**src/rtl/sweep_ctrl1_1_if.sv**
```systemverilog
// sweep_ctrl1_1_if: START/X handshake plus {A,B,C} drive and result bus of the sweep controller.
// Latency: none (wires only).
// Backpressure: none; the host observes BUSY/DONE, the controller ignores START while busy.
interface sweep_ctrl1_1_if;
    logic       START;
    logic       A;
    logic       B;
    logic       C;
    logic       X;
    logic       BUSY;
    logic       DONE;
    logic [7:0] RESULT;
    logic       ERR;
    logic [3:0] ERRCNT;

    // Controller side: drives the datapath inputs and reports results.
    modport master (
        input  START, X,
        output A, B, C, BUSY, DONE, RESULT, ERR, ERRCNT
    );

    // Host/datapath side: requests sweeps and returns X.
    modport slave (
        output START, X,
        input  A, B, C, BUSY, DONE, RESULT, ERR, ERRCNT
    );
endinterface

```
**src/rtl/sweep_ctrl1_1.sv**
```systemverilog
// sweep_ctrl1_1: drives {A,B,C} = 0..7 in order, samples X once per vector into RESULT.
// Latency: accept edge t0 -> DONE pulse at t0 + 8*(SETTLE+1); vector i held SETTLE+1 cycles.
// Backpressure: none; START is ignored while BUSY, honoured in IDLE and at the FINISH closing edge.
// Build option: SWEEP_COMPARE_EN adds the golden compare (ERR, ERRCNT); otherwise both tie to 0.
module sweep_ctrl1_1 #(
    parameter int unsigned SETTLE = 2,     // 1..15 cycles of DRIVE before SAMPLE
    parameter logic [7:0]  GOLDEN = 8'h90  // expected X, bit i for {A,B,C} = i
) (
    input  logic            CLK,
    input  logic            RST_N,
    sweep_ctrl1_1_if.master bus
);

    typedef enum logic [1:0] {
        IDLE   = 2'd0,
        DRIVE  = 2'd1,
        SAMPLE = 2'd2,
        FINISH = 2'd3
    } state_t;

    localparam logic [3:0] SettleLast = 4'(SETTLE - 1);

    state_t     state_q, state_d;
    logic [2:0] vec_q,   vec_d;
    logic [3:0] cnt_q,   cnt_d;
    logic [7:0] result_q, result_d;
    logic [2:0] abc_q,   abc_d;
`ifdef SWEEP_COMPARE_EN
    logic [3:0] errcnt_q, errcnt_d;
    logic       err_q,    err_d;
`endif

    // Next-state, sampling and launch logic for the sweep sequencer.
    always_comb begin
        state_d  = state_q;
        vec_d    = vec_q;
        cnt_d    = cnt_q;
        result_d = result_q;
`ifdef SWEEP_COMPARE_EN
        errcnt_d = errcnt_q;
        err_d    = err_q;
`endif
        unique case (state_q)
            IDLE: begin
                if (bus.START) begin
                    state_d  = DRIVE;
                    vec_d    = 3'd0;
                    cnt_d    = 4'd0;
                    result_d = 8'h00;
`ifdef SWEEP_COMPARE_EN
                    errcnt_d = 4'd0;
                    err_d    = 1'b0;
`endif
                end
            end
            DRIVE: begin
                if (cnt_q == SettleLast) begin
                    state_d = SAMPLE;
                end else begin
                    cnt_d = cnt_q + 4'd1;
                end
            end
            SAMPLE: begin
                result_d[vec_q] = bus.X;
`ifdef SWEEP_COMPARE_EN
                if (bus.X != GOLDEN[vec_q]) begin
                    errcnt_d = errcnt_q + 4'd1;
                end
`endif
                if (vec_q == 3'd7) begin
                    state_d = FINISH;
`ifdef SWEEP_COMPARE_EN
                    // Loaded on entry so ERR is already valid alongside DONE.
                    err_d = (errcnt_d != 4'd0);
`endif
                end else begin
                    state_d = DRIVE;
                    vec_d   = vec_q + 3'd1;
                    cnt_d   = 4'd0;
                end
            end
            FINISH: begin
                state_d = IDLE;
                // A START held high re-launches on the edge leaving FINISH,
                // giving back-to-back sweeps 8*(SETTLE+1)+1 edges apart.
                if (bus.START) begin
                    state_d  = DRIVE;
                    vec_d    = 3'd0;
                    cnt_d    = 4'd0;
                    result_d = 8'h00;
`ifdef SWEEP_COMPARE_EN
                    errcnt_d = 4'd0;
                    err_d    = 1'b0;
`endif
                end
            end
            default: begin
                state_d = IDLE;
            end
        endcase

        // Datapath drive follows the vector only while a vector is active.
        abc_d = ((state_d == DRIVE) || (state_d == SAMPLE)) ? vec_d : 3'd0;
    end

    // State and datapath registers; reset aborts any sweep with no DONE.
    always_ff @(posedge CLK or negedge RST_N) begin
        if (!RST_N) begin
            state_q  <= IDLE;
            vec_q    <= 3'd0;
            cnt_q    <= 4'd0;
            result_q <= 8'h00;
            abc_q    <= 3'd0;
`ifdef SWEEP_COMPARE_EN
            errcnt_q <= 4'd0;
            err_q    <= 1'b0;
`endif
        end else begin
            state_q  <= state_d;
            vec_q    <= vec_d;
            cnt_q    <= cnt_d;
            result_q <= result_d;
            abc_q    <= abc_d;
`ifdef SWEEP_COMPARE_EN
            errcnt_q <= errcnt_d;
            err_q    <= err_d;
`endif
        end
    end

    assign bus.A      = abc_q[2];
    assign bus.B      = abc_q[1];
    assign bus.C      = abc_q[0];
    assign bus.BUSY   = (state_q == DRIVE) || (state_q == SAMPLE);
    assign bus.DONE   = (state_q == FINISH);
    assign bus.RESULT = result_q;
`ifdef SWEEP_COMPARE_EN
    assign bus.ERR    = err_q;
    assign bus.ERRCNT = errcnt_q;
`else
    // GOLDEN has no role without compare; masking it keeps the parameter referenced.
    assign bus.ERR    = ^(GOLDEN & 8'h00);
    assign bus.ERRCNT = 4'd0;
`endif

endmodule

```
**src/flat_wrapper.sv**
```systemverilog
// flat-port wrapper written by rule: the top's interface ports become plain ports
module sweep_ctrl1_1_flat 
#(
    parameter int unsigned SETTLE = 2,                                           
    parameter logic [7:0]  GOLDEN = 8'h90                                      
)
  (CLK, RST_N, bus_START, bus_X, bus_A, bus_B, bus_C, bus_BUSY, bus_DONE, bus_RESULT, bus_ERR, bus_ERRCNT);
  sweep_ctrl1_1_if bus_i ();
  input  logic CLK;
  input  logic RST_N;
  input wire logic [$bits(bus_i.START)-1:0] bus_START;
  input wire logic [$bits(bus_i.X)-1:0] bus_X;
  output wire logic [$bits(bus_i.A)-1:0] bus_A;
  output wire logic [$bits(bus_i.B)-1:0] bus_B;
  output wire logic [$bits(bus_i.C)-1:0] bus_C;
  output wire logic [$bits(bus_i.BUSY)-1:0] bus_BUSY;
  output wire logic [$bits(bus_i.DONE)-1:0] bus_DONE;
  output wire logic [$bits(bus_i.RESULT)-1:0] bus_RESULT;
  output wire logic [$bits(bus_i.ERR)-1:0] bus_ERR;
  output wire logic [$bits(bus_i.ERRCNT)-1:0] bus_ERRCNT;
  assign bus_i.START = bus_START;
  assign bus_i.X = bus_X;
  assign bus_A = bus_i.A;
  assign bus_B = bus_i.B;
  assign bus_C = bus_i.C;
  assign bus_BUSY = bus_i.BUSY;
  assign bus_DONE = bus_i.DONE;
  assign bus_RESULT = bus_i.RESULT;
  assign bus_ERR = bus_i.ERR;
  assign bus_ERRCNT = bus_i.ERRCNT;
  sweep_ctrl1_1 #(.SETTLE(SETTLE), .GOLDEN(GOLDEN)) u_core (.CLK(CLK), .RST_N(RST_N), .bus(bus_i));
endmodule
```
**config.mk**
```make
export PLATFORM = sky130hd
export DESIGN_NAME = sweep_ctrl1_1_flat
export DESIGN_NICKNAME = d
export VERILOG_FILES = /design/src/rtl/sweep_ctrl1_1_if.sv /design/src/rtl/sweep_ctrl1_1.sv /design/src/flat_wrapper.sv
export SDC_FILE = /design/constraint.sdc
export NUM_CORES = 1
export LEC_CHECK = 0
export BUFFER_PORTS_ARGS = -buffer_cell sky130_fd_sc_hd__buf_2
export CORE_ASPECT_RATIO = 0.5
export CORE_MARGIN = 2
export CORE_UTILIZATION = 40
export CTS_CLUSTER_DIAMETER = 150
export DETAILED_ROUTE_END_ITERATION = 10
export PLACE_DENSITY = 0.7
export SYNTH_ARGS = -nofsm -noshare
export SYNTH_HDL_FRONTEND = slang
export SYNTH_SLANG_ARGS = --single-unit
```
**constraint.sdc**
```tcl
create_clock -name CLK -period 2.2 [get_ports CLK]
set_clock_uncertainty 0.05 [all_clocks]
set_input_delay 0.33 -clock CLK [delete_from_list [all_inputs] [get_ports CLK]]
set_output_delay 0.33 -clock CLK [all_outputs]
set_load 0.05 [all_outputs]
```
==> flow_summary.toml, run 1 <==
[clock_tree]
clockBufferDepth = 2
cts_tree = "yes"
clk_pin_slew_ns = 0.08
h-tree-depth = 1
cts.sinks = 20
cts_made_buffers = 3
root_buffer = "clkbuf_8"
insertion_delay_ns = 0.26
post_cts_resized = 0
post_cts_buffers = 0

[layout]
final_area_um2 = 1320
fin_cells = 174
antenna_cells = 0
drive_above_1_share_pct = 21.2
seqCellArea_um2 = 500
fin_nets = 149
fill_cells = 254
multi_input_area_um2 = 556
syn2layout_area_growth_pct = 14.7

[worst_setup_path]
crit_required_ns = 2.29
end_kind = "flip-flop"
critical_path_class = "reg -> reg"
slowest_delay_ns = 0.39
startpoint = "u_core.state_q[0]$_DFF_PN0_"
arrival_ns = 2.09
rrSetupSlack_ns = 0.20
worstPathMaxFanout = 7
cp-start-kind = "flip-flop"
worstReg2RegStart = "u_core.state_q[0]$_DFF_PN0_"
r2r_cells = 6
critPathSlowestCell = "dfrtp_1"
crit_chain = "inv_1 > ha_1 > and3_1 > or3_1 > mux2_4 > nor3b_1"

[floorplan]
core_region_area_um2 = 2670
dieHeight_um = 41.9
std_cell_rows = 13
start_util_pct = 43.1
die_width_um = 79.8
ios = 22
die-area_um2 = 3350

[sta]
setup_viol = 0
clock.fmax_ghz = 0.501
setup_tns_ns = 0
hold_viol = 0
finalWorstSetupSlack_ns = 0.203
worstMarginPinSlew_ns = 0.574
max-slew-margin-rel_pct = 60.7
period_needed_ns = 2.00
drv_slew = 0
rsz0062_at_grt = "no"
finalCritPeriodShare_pct = 90.8

[detailed_routing]
vias = 892
drt_iter0_markers = 44
post_drt_wl_per_cell_um = 12.6
drc = 0
viasPerCell = 5.13
drtAntennaViolNets = 0
drtPass1Iterations = 4
wirelength_um = 2180

[pwr]
ir_worst_vdd_mv = 0.401
leakagePower_nw = 0.639
power_density_nw_per_um2 = 1260
total_power_mw = 1.67

[yosys]
synth-seq-area-share_pct = 43.5
async_flop_share_pct = 100
synth_edf_count = 0
ys_types = 37
synthTopCellsByArea = "dfrtp_1 44%, o21ai_0 7.8%, ha_1 7.6%"
yosys_warnings = 0
synthCells = 119
syn-cell-area_um2 = 1150
yosysTopAreaCell = "dfrtp_1"
syn_area_per_cell_um2 = 9.66
ys_ff_latch = 20
ys.flop_type = "dfrtp_1"
yosysMostFrequentCell = "dfrtp_1"
synth.cells.most_frequent = "20 x dfrtp_1, 18 x o21ai_0, 11 x inv_1, 7 x ha_1, 6 x nor2_1"
synth_top_area_share_pct = 43.5

[global_routing]
antenna_found_initial = 0
grt_usage_pct = 15.7
grt_pass1_wl_um = 4060
grt_pass1_vias = 860
grt_max_degree = 21
grt.overflow.total = 0

[placement]
port_buffers = 16
dp.cells = 169
pre_cts_slack_ns = 0.222
gp_congestion = 0.748
dp_hpwl_um = 1590
dpl_cell_area_um2 = 1250

[worst_hold_path]
min_from = "bus_START"
holdPathStages = 3
hold_class = "in -> reg"

[flow_run]
cap_violations = 0

[status]
status = "finished clean"
power by group:
| group | total (mW) | leakage [nW] | internal, mW | switching [mW] |
|---|---|---|---|---|
| sequential | 0.474 | 0.275 | 0.427 | 0.0469 |
| combinational | 0.903 | 0.336 | 0.320 | 0.583 |
| clock | 0.288 | 0.0288 | 0.160 | 0.129 |
| total | 1.67 | 0.639 | 0.906 | 0.759 |
cell usage in the layout, fill, tap and decap left out, types with 2 or more instances in the layout:
cell and n:
nor2_1 6, dfrtp_1 20, buf_4 4, o21a_1 3, clkbuf_8 4, a21oi_1 2
o31ai_1 2, buf_2 16, xnor2_1 2, ha_1 6, or3_1 2, a211oi_1 3
o21ai_0 18, nand2b_1 3, a31oi_1 3, nor3b_1 2, nand3_1 2, conb_1 5
nand2_1 2, inv_1 11, nor3_1 4
layout make-up:
| cell class | instances | share of cell area (%) |
|---|---|---|
| inverter | 11 | 3.13 |
| clock buffer | 4 | 4.17 |
| tap | 37 | 3.51 |
| sequential | 20 | 38.0 |
| multi-input combinational | 81 | 42.1 |
| timing repair buffer | 21 | 9.11 |
cell families after synthesis:
| logic type | after synthesis | synth area share [%] |
|---|---|---|
| AO/OA/AOI/OAI | 37 | 20.8 |
| XOR/XNOR | 2 | 1.52 |
| adder cells (fa/ha/maj) | 7 | 7.62 |
| buffers and inverters | 22 | 9.68 |
| flip-flops | 20 | 43.5 |
| multiplexers | 3 | 3.16 |
| other | 1 | 0.326 |
| AND/OR/NAND/NOR | 27 | 13.4 |
per-stage QoR:
step                util [%]  hold slack [ns]
floorplan                  -          -0.0156
global placement        47.0            0.260
detailed placement      47.0            0.261
CTS                     49.4            0.341
global route            49.4            0.374
finish                  49.4            0.347
registers in the layout, summed over array words and instances, names as in the netlist:
register,count
u_core.cnt_q,4
u_core.state_q,2
u_core.abc_q,3
u_core.bus.RESULT,8
u_core.vec_q,3
worst paths after layout:
| kind | endpoint |
|---|---|
| max in group asynchronous | u_core.bus.RESULT[5]$_DFFE_PN0P_ |
| max | u_core.abc_q[0]$_DFF_PN0_ |
| min in group asynchronous | u_core.cnt_q[2]$_DFFE_PN0P_ |
| min | u_core.state_q[0]$_DFF_PN0_ |
| max reg2reg | u_core.abc_q[0]$_DFF_PN0_ |
| min reg2reg | u_core.bus.RESULT[3]$_DFFE_PN0P_ |
repair_timing:
item / CTS / global route
hold buffers: 1 / 0
setup endpoints to repair: 0 / 0
hold endpoints to repair: 20 / 0
worst max-delay path, delay by kind of cell, from the launching register on:
family / cells / cell delay, ns
fa+ha+maj: 1 / 0.28
mux: 1 / 0.27
flops: 1 / 0.39
simple gates: 3 / 0.79
buf+inv: 1 / 0.09
per-layer routing:
layer | GRT usage, % | share of wire, % | vias up
li1 | - | - | 453
met1 | 20.2 | 49 | 416
met2 | 25.5 | 46 | 20
met3 | 5.22 | 4.5 | 3
met4 | 4.07 | 0.37 | 0
met5 | 0 | 0 | -
No activity file was read; power rests on OpenSTA's default activity.
==> run 2: changes to the inputs <==
--- a/config.mk
+++ b/config.mk
@@ -6,12 +6,11 @@
 export NUM_CORES = 1
 export LEC_CHECK = 0
 export BUFFER_PORTS_ARGS = -buffer_cell sky130_fd_sc_hd__buf_2
-export CORE_ASPECT_RATIO = 0.5
 export CORE_MARGIN = 2
-export CORE_UTILIZATION = 40
+export CORE_UTILIZATION = 53
 export CTS_CLUSTER_DIAMETER = 150
 export DETAILED_ROUTE_END_ITERATION = 10
-export PLACE_DENSITY = 0.7
+export PLACE_DENSITY = 0.86
 export SYNTH_ARGS = -nofsm -noshare
 export SYNTH_HDL_FRONTEND = slang
 export SYNTH_SLANG_ARGS = --single-unit
==> run 2 against run 1 <==
Critical path depth unchanged. Sequential power about the same. Power up 1.8%. First-iteration DRC count down 70%. Setup slack worse by 0.035 ns. Hold slack worse by 0.024 ns. Critical endpoint unchanged.
==> flow_summary.toml, run 2 (same netlist as run 1, synthesis figures left out) <==
[sta]
rsz0062_at_grt = "no"
hold_viol = 0
setup_tns_ns = 0
drv_slew = 0
period_needed_ns = 2.03
clock.fmax_ghz = 0.492
holdWs_ns = 0.323
max-slew-margin-rel_pct = 65.7
worstMarginPinSlew_ns = 0.501
setup_viol = 0
finalCritPeriodShare_pct = 92.4

[worst_setup_path]
rrSetupSlack_ns = 0.17
crit_required_ns = 2.33
worstPathMaxFanout = 7
arrival_ns = 2.17
cp-start-kind = "flip-flop"
r2r_cells = 6
worstReg2RegStart = "u_core.state_q[0]$_DFF_PN0_"
startpoint = "u_core.state_q[0]$_DFF_PN0_"
critical_path_class = "reg -> reg"
crit_chain = "inv_1 > ha_1 > and3_1 > or3_1 > mux2_4 > nor3b_1"
slowest_delay_ns = 0.41
critPathSlowestCell = "dfrtp_1"
critPathCapture = "u_core.abc_q[0]$_DFF_PN0_"
end_kind = "flip-flop"
regToRegEndpoint = "u_core.abc_q[0]$_DFF_PN0_"

[global_routing]
grt_max_degree = 21
grt.overflow.total = 0
grt_pass1_wl_um = 3660
antenna_found_initial = 0
grt_usage_pct = 18.9
grt_pass1_vias = 875

[floorplan]
dieHeight_um = 50.6
std_cell_rows = 16
ios = 22
die-area_um2 = 2560
start_util_pct = 57.4
die_width_um = 50.6
core_region_area_um2 = 2000

[detailed_routing]
drtPass1Iterations = 5
drt_iter0_markers = 13
post_drt_wl_per_cell_um = 13.1
drc = 0
drtAntennaViolNets = 0
viasPerCell = 5.53
vias = 907
wirelength_um = 2160

[placement]
dp_hpwl_um = 1610
gp_congestion = 0.781
port_buffers = 16

[flow_run]
cap_violations = 0

[layout]
fin_nets = 149
largest_reg_flops = 8
final_cell_mix = "20 x dfrtp_1, 18 x o21ai_0, 16 x buf_2, 11 x inv_1"
antenna_cells = 0
final_common_cell = "dfrtp_1"
drive_above_1_share_pct = 21.9
syn2layout_area_growth_pct = 13.8

[clock_tree]
h-tree-depth = 1
clockBufferDepth = 2
cts.sinks = 20
cts_made_buffers = 3
insertion_delay_ns = 0.30
cts_tree = "yes"
clk_pin_slew_ns = 0.12
root_buffer = "clkbuf_4"
post_cts_buffers = 0

[worst_hold_path]
hold_class = "in -> reg"
holdPathStages = 3

[pwr]
power_density_nw_per_um2 = 1300
ir_worst_vdd_mv = 0.899
leakagePower_nw = 0.639

[status]
status = "finished clean"
-- run 2: cell count changes in the layout (fill, tap and decap cells not counted) --
cell,previous run,this run
bufinv_16,0,1
a211oi_1,3,2
clkbuf_4,0,3
a211oi_2,0,1
clkbuf_8,4,0
-- run 2: report_power, final --
group / internal [mW] / switching [mW]
logic: 0.321 / 0.599
registers: 0.427 / 0.0484
clock network: 0.184 / 0.116
total: 0.932 / 0.763
-- run 2: worst max-delay path: cells and delay by family, from the launching register on --
| family | cells | cell delay (ns) |
|---|---|---|
| adder cells (fa/ha/maj) | 1 | 0.28 |
| multiplexers | 1 | 0.28 |
| buffers and inverters | 1 | 0.10 |
| AND/OR/NAND/NOR | 3 | 0.80 |
| flip-flops | 1 | 0.41 |
-- run 2: worst min-delay path by stage --
| stage | start | end | slack (ns) |
|---|---|---|---|
| after global routing | bus_X | u_core.bus.RESULT[0]$_DFFE_PN0P_ | 0.34 |
| after global placement | RST_N | u_core.bus.RESULT[3]$_DFFE_PN0P_ | 0.24 |
| final | bus_START | u_core.state_q[0]$_DFF_PN0_ | 0.32 |
| after CTS | bus_START | u_core.state_q[0]$_DFF_PN0_ | 0.30 |
| after detailed placement | RST_N | u_core.bus.RESULT[3]$_DFFE_PN0P_ | 0.25 |
| after floorplan | RST_N | u_core.abc_q[0]$_DFF_PN0_ | -0.02 |
-- run 2: per-stage QoR --
step | util (%) | power [mW] | area [µm²] | setup WS [ns] | std cells
3_3_place_gp | 62.0 | 1.34 | 1240 | 0.279 | 159
2_1_floorplan | - | 1.21 | 1170 | 0.0501 | 123
3_5_place_dp | 62.0 | 1.38 | 1240 | 0.154 | 159
6_report | 65.4 | 1.69 | 1310 | 0.168 | 164
5_1_grt | 65.4 | 1.83 | 1310 | 0.0615 | 164
4_1_cts | 65.1 | 1.69 | 1300 | 0.127 | 164
-- run 2: cell type report --
type / instances / area, µm²
Clock buffer: 3 / 22.5
Clock inverter: 1 / 30.0
Fill cell: 175 / 693
Inverter: 11 / 41.3
Multi-Input combinational cell: 81 / 561
Sequential cell: 20 / 500
Tap cell: 27 / 33.8
Timing Repair Buffer: 21 / 120
-- run 2: per-layer routing --
layer	GRT usage, %	routed length [µm]
met1	23.1	968
met2	33.1	1080
met3	2.98	79
met4	7.66	27
met5	0	0
-- run 2: repair_timing --
item / in CTS / in global routing
hold buffers: 1 / 0
setup endpoints to repair: 0 / 2
hold endpoints to repair: 20 / 0
gates resized for setup: 0 / 1
==> run 3: changes to the inputs <==
--- a/config.mk
+++ b/config.mk
@@ -7,10 +7,11 @@
 export LEC_CHECK = 0
 export BUFFER_PORTS_ARGS = -buffer_cell sky130_fd_sc_hd__buf_2
 export CORE_MARGIN = 2
-export CORE_UTILIZATION = 53
+export CORE_UTILIZATION = 56
+export CTS_BUF_LIST = sky130_fd_sc_hd__clkbuf_2 sky130_fd_sc_hd__clkbuf_4 sky130_fd_sc_hd__clkbuf_8
 export CTS_CLUSTER_DIAMETER = 150
 export DETAILED_ROUTE_END_ITERATION = 10
-export PLACE_DENSITY = 0.86
+export PLACE_DENSITY = 0.9
 export SYNTH_ARGS = -nofsm -noshare
 export SYNTH_HDL_FRONTEND = slang
 export SYNTH_SLANG_ARGS = --single-unit
==> constraint.sdc (replaced) <==
create_clock -name CLK -period 2.1 [get_ports CLK]
set_clock_uncertainty 0.05 [all_clocks]
set_input_delay 0.315 -clock CLK [delete_from_list [all_inputs] [get_ports CLK]]
set_output_delay 0.315 -clock CLK [all_outputs]
set_load 0.05 [all_outputs]
==> run 3 against run 2 <==
Cell area is 2.4% higher. Highest routed layer unchanged. Global-route usage up 3.6 points. Sequential share of layout area fell by 0.80 points. Setup slack got worse by 0.068 ns. Sequential power up 6.1%. Largest power group unchanged. Clock-buffer cell count is the same.
==> flow_summary.toml, run 3 (same netlist as run 1, synthesis figures left out) <==
[sta]
drv_slew = 0
worstMarginPinSlew_ns = 0.528
period_needed_ns = 2.00
finalCritPeriodShare_pct = 95.3
finalWorstSetupSlack_ns = 0.0997
max-slew-margin-rel_pct = 63.8
clock.fmax_ghz = 0.500
rsz0062_at_grt = "yes"
hold_viol = 0
setup_viol = 0

[placement]
dpl_cell_area_um2 = 1260
dp.cells = 160
dp_hpwl_um = 1760
port_buffers = 16
gp_congestion = 0.820
pre_cts_slack_ns = 0.117

[worst_setup_path]
critical_path_class = "reg -> reg"
end_kind = "flip-flop"
crit_required_ns = 2.24
rrSetupSlack_ns = 0.1
cp-start-kind = "flip-flop"
worstPathMaxFanout = 7
r2r_cells = 6
worstReg2RegStart = "u_core.state_q[0]$_DFF_PN0_"
arrival_ns = 2.14
regToRegEndpoint = "u_core.abc_q[0]$_DFF_PN0_"
startpoint = "u_core.state_q[0]$_DFF_PN0_"
critPathCapture = "u_core.abc_q[0]$_DFF_PN0_"

[layout]
final_cell_mix = "19 x dfrtp_1, 18 x o21ai_0, 16 x buf_2, 11 x inv_1"
final_area_um2 = 1340
final_common_cell = "dfrtp_1"
fin_nets = 151
antenna_cells = 0
syn2layout_area_growth_pct = 16.5
utilization_pct = 69.0
fin_cells = 166
largest_reg_flops = 8
fill_cells = 166
drive_above_1_share_pct = 24.5

[pwr]
leakagePower_nw = 0.652
ir_worst_vdd_mv = 1.26
power_density_nw_per_um2 = 1390

[detailed_routing]
post_drt_wl_per_cell_um = 14.6
drc = 0
drt_iter0_markers = 15
vias = 949
drtPass1Iterations = 5
drtAntennaViolNets = 0
wirelength_um = 2420
viasPerCell = 5.72

[global_routing]
grt_max_degree = 21
grt_pass1_vias = 925
grt.overflow.total = 0
grt_pass1_wl_um = 4140
antenna_found_initial = 0
grt_usage_pct = 22.5

[clock_tree]
insertion_delay_ns = 0.32
clk_pin_slew_ns = 0.11
cts.sinks = 20
cts_tree = "yes"
clockBufferDepth = 2
cts_made_buffers = 3
root_buffer = "clkbuf_4"
h-tree-depth = 1

[floorplan]
start_util_pct = 59.2
core_region_area_um2 = 1940
die-area_um2 = 2430
dieHeight_um = 49.3
std_cell_rows = 16
ios = 22
die_width_um = 49.3

[flow_run]
cap_violations = 0

[worst_hold_path]
hold_class = "in -> reg"

[status]
status = "finished clean"
run 3: power by group:
part           switching [mW]  internal (mW)
Clock                   0.126          0.193
Sequential             0.0551          0.449
Combinational           0.650          0.386
Total                   0.831           1.03
run 3: per-stage QoR:
stage	setup TNS, ns	hold slack [ns]	power [mW]
floorplan	0	-0.0306	1.31
finish	0	0.288	1.86
global route	-0.0355	0.295	1.98
detailed placement	0	0.237	1.49
global placement	0	0.226	1.44
CTS	0	0.273	1.82
run 3: how the worst min path moves through the flow:
stage | from | end | cells past startpoint
3_3_place_gp | RST_N | u_core.bus.RESULT[1]$_DFFE_PN0P_ | 1
6_report | bus_START | u_core.state_q[0]$_DFF_PN0_ | 3
5_1_grt | bus_START | u_core.state_q[0]$_DFF_PN0_ | 3
4_1_cts | bus_START | u_core.state_q[0]$_DFF_PN0_ | 3
2_1_floorplan | RST_N | u_core.abc_q[0]$_DFF_PN0_ | 0
3_5_place_dp | RST_N | u_core.bus.RESULT[1]$_DFFE_PN0P_ | 1
run 3: worst max-delay path, stage by stage, from the launching register on:
cell     delay, ns
dfrtp_1       0.41
inv_1         0.11
ha_1          0.30
and3_1        0.20
or3_1         0.38
mux2_4        0.28
nor3b_1       0.14
run 3: final cells by class:
cell class	count	area [µm²]	share of cell area (%)
clock inverter	1	30.0	2.24
inverter	11	41.3	3.08
clock buffer	3	22.5	1.68
sequential	20	502	37.4
tap	27	33.8	2.52
timing repair buffer	23	135	10.1
multi-input combinational	81	576	43.0
run 3: what timing repair did:
action / CTS / global route
hold buffers: 1 / 0
endpoints found under the setup margin: 0 / 5
hold endpoints to repair: 20 / 0
buffers inserted: 0 / 1
resized for setup: 0 / 3
run 3: routing by layer:
layer  vias up  part of all wire (%)  global-route usage (%)
li1        452                     -                       -
met1       461                    41                    25.6
met2        31                    54                    41.7
met3         5                   4.2                    3.68
met4         0                   1.6                    8.57
met5         -                     0                       0
